`src/rtl/answer_timer_ctrl.sv`:
```
// Answer-window countdown: loads seconds, counts down as two BCD digits, flags expiry.
// Optional macro TIMER_BLINK_EN blinks the display (via blank) while EXPIRED.
module answer_timer_ctrl #(
  parameter int TICK_DIV     = 50000000,
  parameter int BLINK_DIV    = 25000000,
  parameter int DEFAULT_SECS = 30
) (
  input  logic       clock,
  input  logic       reset,
  input  logic [6:0] load_secs,
  input  logic       start,
  input  logic       pause,
  input  logic       clear,
  output logic [3:0] digit_tens,
  output logic [3:0] digit_ones,
  output logic       blank,
  output logic       running,
  output logic       expired
);

  localparam int TW = (TICK_DIV > 1) ? $clog2(TICK_DIV) : 1;

  localparam logic [1:0] S_IDLE    = 2'd0;
  localparam logic [1:0] S_RUN     = 2'd1;
  localparam logic [1:0] S_PAUSE   = 2'd2;
  localparam logic [1:0] S_EXPIRED = 2'd3;

  // 127 selects the default; 100..126 clamp to the largest two-digit value.
  function automatic logic [6:0] eff_secs(input logic [6:0] v);
    logic [6:0] r;
    if (v == 7'd127)     r = 7'(DEFAULT_SECS);
    else if (v > 7'd99)  r = 7'd99;
    else                 r = v;
    return r;
  endfunction

  function automatic logic [7:0] to_bcd(input logic [6:0] v);
    return {4'(v / 7'd10), 4'(v % 7'd10)};
  endfunction

  logic [1:0]    r_state;
  logic [3:0]    r_tens;
  logic [3:0]    r_ones;
  logic [TW-1:0] r_cnt;
  logic          r_expired;

  logic [6:0] w_load;
  logic [7:0] w_load_bcd;
  logic       w_wrap;
  logic       w_last;

  assign w_load     = eff_secs(load_secs);
  assign w_load_bcd = to_bcd(w_load);
  assign w_wrap     = (r_cnt == TW'(TICK_DIV - 1));
  assign w_last     = (r_tens == 4'd0) && (r_ones == 4'd1);

  always_ff @(posedge clock) begin
    if (reset) begin
      r_state   <= S_IDLE;
      r_tens    <= 4'd0;
      r_ones    <= 4'd0;
      r_cnt     <= '0;
      r_expired <= 1'b0;
    end else begin
      r_expired <= 1'b0;
      if (clear) begin
        r_state <= S_IDLE;
        r_tens  <= 4'd0;
        r_ones  <= 4'd0;
        r_cnt   <= '0;
      end else if (start) begin
        r_tens <= w_load_bcd[7:4];
        r_ones <= w_load_bcd[3:0];
        r_cnt  <= '0;
        if (w_load == 7'd0) begin
          r_state   <= S_EXPIRED;
          r_expired <= 1'b1;
        end else begin
          r_state <= S_RUN;
        end
      end else begin
        case (r_state)
          S_RUN: begin
            if (pause) begin
              r_state <= S_PAUSE;
            end else if (w_wrap) begin
              r_cnt <= '0;
              if (w_last) begin
                r_ones    <= 4'd0;
                r_state   <= S_EXPIRED;
                r_expired <= 1'b1;
              end else if (r_ones == 4'd0) begin
                r_ones <= 4'd9;
                r_tens <= r_tens - 4'd1;
              end else begin
                r_ones <= r_ones - 4'd1;
              end
            end else begin
              r_cnt <= r_cnt + TW'(1);
            end
          end
          S_PAUSE: begin
            // Tick count stays frozen so the resumed second is not shortened or lengthened.
            if (!pause) r_state <= S_RUN;
          end
          default: ;
        endcase
      end
    end
  end

`ifdef TIMER_BLINK_EN
  localparam int BW = (BLINK_DIV > 1) ? $clog2(BLINK_DIV) : 1;

  logic [BW-1:0] r_bcnt;
  logic          r_blank;

  // Counter restarts on every entry so the first blank comes one full period in.
  always_ff @(posedge clock) begin
    if (reset) begin
      r_bcnt  <= '0;
      r_blank <= 1'b0;
    end else if ((r_state == S_EXPIRED) && !clear && !start) begin
      if (r_bcnt == BW'(BLINK_DIV - 1)) begin
        r_bcnt  <= '0;
        r_blank <= ~r_blank;
      end else begin
        r_bcnt <= r_bcnt + BW'(1);
      end
    end else begin
      r_bcnt  <= '0;
      r_blank <= 1'b0;
    end
  end

  assign blank = r_blank;
`else
  assign blank = 1'b0;
`endif

  assign digit_tens = r_tens;
  assign digit_ones = r_ones;
  assign running    = (r_state == S_RUN);
  assign expired    = r_expired;

endmodule

```
`config.mk`:
```
export PLATFORM = sky130hd
export DESIGN_NAME = answer_timer_ctrl
export DESIGN_NICKNAME = d
export VERILOG_FILES = /design/src/rtl/answer_timer_ctrl.sv
export SDC_FILE = /design/constraint.sdc
export NUM_CORES = 1
export LEC_CHECK = 0
export CAP_MARGIN = 20
export CELL_PAD_IN_SITES_DETAIL_PLACEMENT = 1
export CELL_PAD_IN_SITES_GLOBAL_PLACEMENT = 1
export CORE_UTILIZATION = 38
export CTS_CLUSTER_SIZE = 30
export DETAILED_ROUTE_END_ITERATION = 7
export GPL_TIMING_DRIVEN = 0
export PLACE_DENSITY_LB_ADDON = 0.3
export SLEW_MARGIN = 20
export SYNTH_ARGS = -nofsm -noshare
export SYNTH_HDL_FRONTEND = slang
export SYNTH_SLANG_ARGS = --single-unit
```
`constraint.sdc`:
```
create_clock -name clock -period 2.19 [get_ports clock]
set_clock_uncertainty 0.1 [all_clocks]
set_input_delay 0.5475 -clock clock [delete_from_list [all_inputs] [get_ports clock]]
set_output_delay 0.5475 -clock clock [all_outputs]
set_load 0.02 [all_outputs]
```
==> summary.txt <==
Status
  – Status: complete, no violations

Routing
  – Via count: 2,177
  – WL/cell: 15.75 µm
  – DRC: 0
  – Drt pass-1 iters: 4
  – Final wirelength: around 6.4 mm
  – First DRT Iteration DRCs: 103
  – Routed vias/inst: roughly 5.3
  – Routed Antenna Nets: 0

STA
  – Final Hold Viols: 0
  – Post-route minimum period: 2.128 ns
  – Final worst path period share: 0.9717
  – Max Clk Rate: about 0.47 GHz
  – Endpoints failing setup: 0
  – Slew Limit Fails: 0
  – Worst setup margin: around 0.062 ns
  – Worst hold slack: between 0.3 and 0.4 ns

Synthesis
  – Async SR Flop Fraction: 0
  – Top FF cell, synth: dfxtp_1
  – Cell Area, Synth: ~2300 µm²
  – Cell variety after synth: 56
  – Sequential share of the synthesized area: 0.3154
  – Gate Count Post-Synth: approximately 300
  – Synth area leader: dfxtp_1
  – Post-synth top area share: 0.3154
  – Number of synthesized flops with an enable pin: 0
  – Avg Inst Size Synth: 7.988 µm²
  – #FFs+latches synth: 37
  – Area contributors post-synth: dfxtp_1 (32%), nor2_1 (6.9%), xor2_1 (6.7%)
  – Syn_nets: between 300 and 400
  – YS warnings: 0

Placement
  – Placed cell count: just under 400
  – Worst slack at placement: -0.7822 ns
  – IO Port Bufs: 19
  – HPWL Detailed: 4.528 mm
  – Final GP Congestion: 0.7905

Finish
  – Diodes inserted: 0
  – Most frequent cells in the layout: nor2_1 (39), dfxtp_1 (36), nand2_1 (24)
  – Commonest non-fill, non-tap cell in the layout: nor2_1
  – Ratio of cells with drive above 1 in the final layout: 0.2102
  – Synthesis-to-layout area growth: 26.00%
  – Nets: 350
  – Non-Filler Instances: 408

Floorplan
  – Std-Cell Core Area: 5956 µm²
  – Row cnt: 28
  – I/O pin count: 23
  – Die area: roughly 6500 µm²
  – Initial Utilization: 0.3943
  – Die width: 80.62 µm
  – DIE HEIGHT: 80.62 µm

Global routing
  – Initial antenna violation count: 0
  – First-pass GRT wire length: 10.72 mm
  – Vias in the first global route: 2,205
  – Most used routing layer: met2
  – GRT overflow: 0
  – Met3 Usage GRT: 0.03068
  – M1 GR Usage: 0.2952
  – Largest net degree at the start of global routing: 13
  – Met2 Track Usage GR: 0.3525
  – GR Util All Layers: 0.2150

CTS
  – CTS root buffer: clkbuf_8
  – CTS buffer count: 5
  – Clk Latency, worst-skew pair: between 0.2 and 0.3 ns
  – Clk sinks: 37
  – Reg clk slew, reported paths: 0.08 ns
  – CTS tree: done
  – CTS max path bufs: 2
  – H-Tree Depth: 2

Hold path
  – Min-delay src: r_cnt[1]
  – Hold Path Depth: 2
  – Worst hold endpoint: r_cnt[1]
  – HP Class: reg -> reg

Power
  – Maximum VDD drop: 0.0002821 V
  – LEAKAGE: about 1.1 nW
  – Pwr/cell area: 493.1 nW/µm²

Worst setup path
  – Worst Path Arrival: 2.20 ns
  – Critical Path Start Type: input pin
  – Reg2Reg Setup Slack: 0.11 ns
  – Worst R2R Path Depth: 5
  – Critical path class: in -> reg
  – Worst Path Max Fanout: 7
  – Reg-to-reg critical path endpoint: r_cnt[22]
  – Crit. End Element: flip-flop
  – FF-to-FF Start: r_state[1]
  – CP required: 2.26 ns

Flow run
  – Number of max-cap violations: 0
Yosys cell counts (6+ instances only):
library cell / number
nor2_1: 43
dfxtp_1: 37
nand2_1: 24
xor2_1: 18
nand3_1: 14
a21oi_1: 13
and3_1: 10
inv_1: 10
xnor2_1: 10
o21ai_0: 9
nor2b_1: 7
buf_2: 6
ha_1: 6
per-layer routing:
layer	vias to the layer above	share of wire
li1	1097	-
met1	1050	0.49
met2	24	0.48
met3	6	0.015
met4	0	0.0092
met5	-	0
worst max-delay path by stage:
stage,from,end,cells after the start
after detailed placement,load_secs[4],digit_tens[0],10
after CTS,load_secs[4],digit_ones[1],8
final,load_secs[5],digit_ones[1],8
after global routing,load_secs[5],digit_ones[2],9
after floorplan,load_secs[3],digit_tens[0],9
after global placement,load_secs[4],digit_tens[0],10
power by group:
group          internal (mW)  switching, mW  total (mW)
registers              0.681         0.0128       0.694
clock network          0.255          0.246       0.501
logic                  0.122          0.143       0.265
total                   1.06          0.402        1.46
cells by family after synthesis:
kind of cell,count (synthesis),synth area share
simple gates,150,0.3553
compound gates,44,0.1231
flops,37,0.3154
xor+xnor,28,0.1044
buf+inv,24,0.05114
fa+ha+maj,7,0.03623
mux,3,0.01279
other cells,1,0.001597
state kept, by name (all words and copies together) (netlist names):
name and flops:
r_cnt 26, digit_ones 4, digit_tens 4, expired 1
r_state 2
layout make-up:
cell class / count / area [µm²]
Tap cell: 75 / 93.84
Timing Repair Buffer: 32 / 265.3
Clock inverter: 2 / 13.76
Sequential cell: 37 / 742.0
Inverter: 10 / 37.54
Fill cell: 746 / 2997
Clock buffer: 6 / 82.58
Buffer: 13 / 118.9
Multi-Input combinational cell: 233 / 1605
timing repair:
item,CTS,global route
gates resized for setup,35,20
gates cloned,0,0
endpoints found under the setup margin,33,31
setup buffers,3,10
hold buffers,0,0
pin swaps,7,8
through the flow:
step                      power, mW    TNS, ns  cell area, µm²  utilization
after global routing          1.530   -0.02680            2959       0.4968
after detailed placement     0.9291     -22.71            2646       0.4443
final                         1.459          0            2959       0.4968
after global placement       0.9236     -20.95            2646       0.4443
after CTS                     1.452          0            2859       0.4800
after floorplan              0.8532  -0.007441            2362            -
worst max-delay path, cell delays in order:
cell	delay, ns
clkdlybuf4s15_2	0.25
buf_6	0.14
nand3b_1	0.12
a21boi_0	0.11
or4_4	0.56
o21bai_4	0.18
nor3b_4	0.21
nor3_2	0.06
No activity file was read; power rests on OpenSTA's default activity.
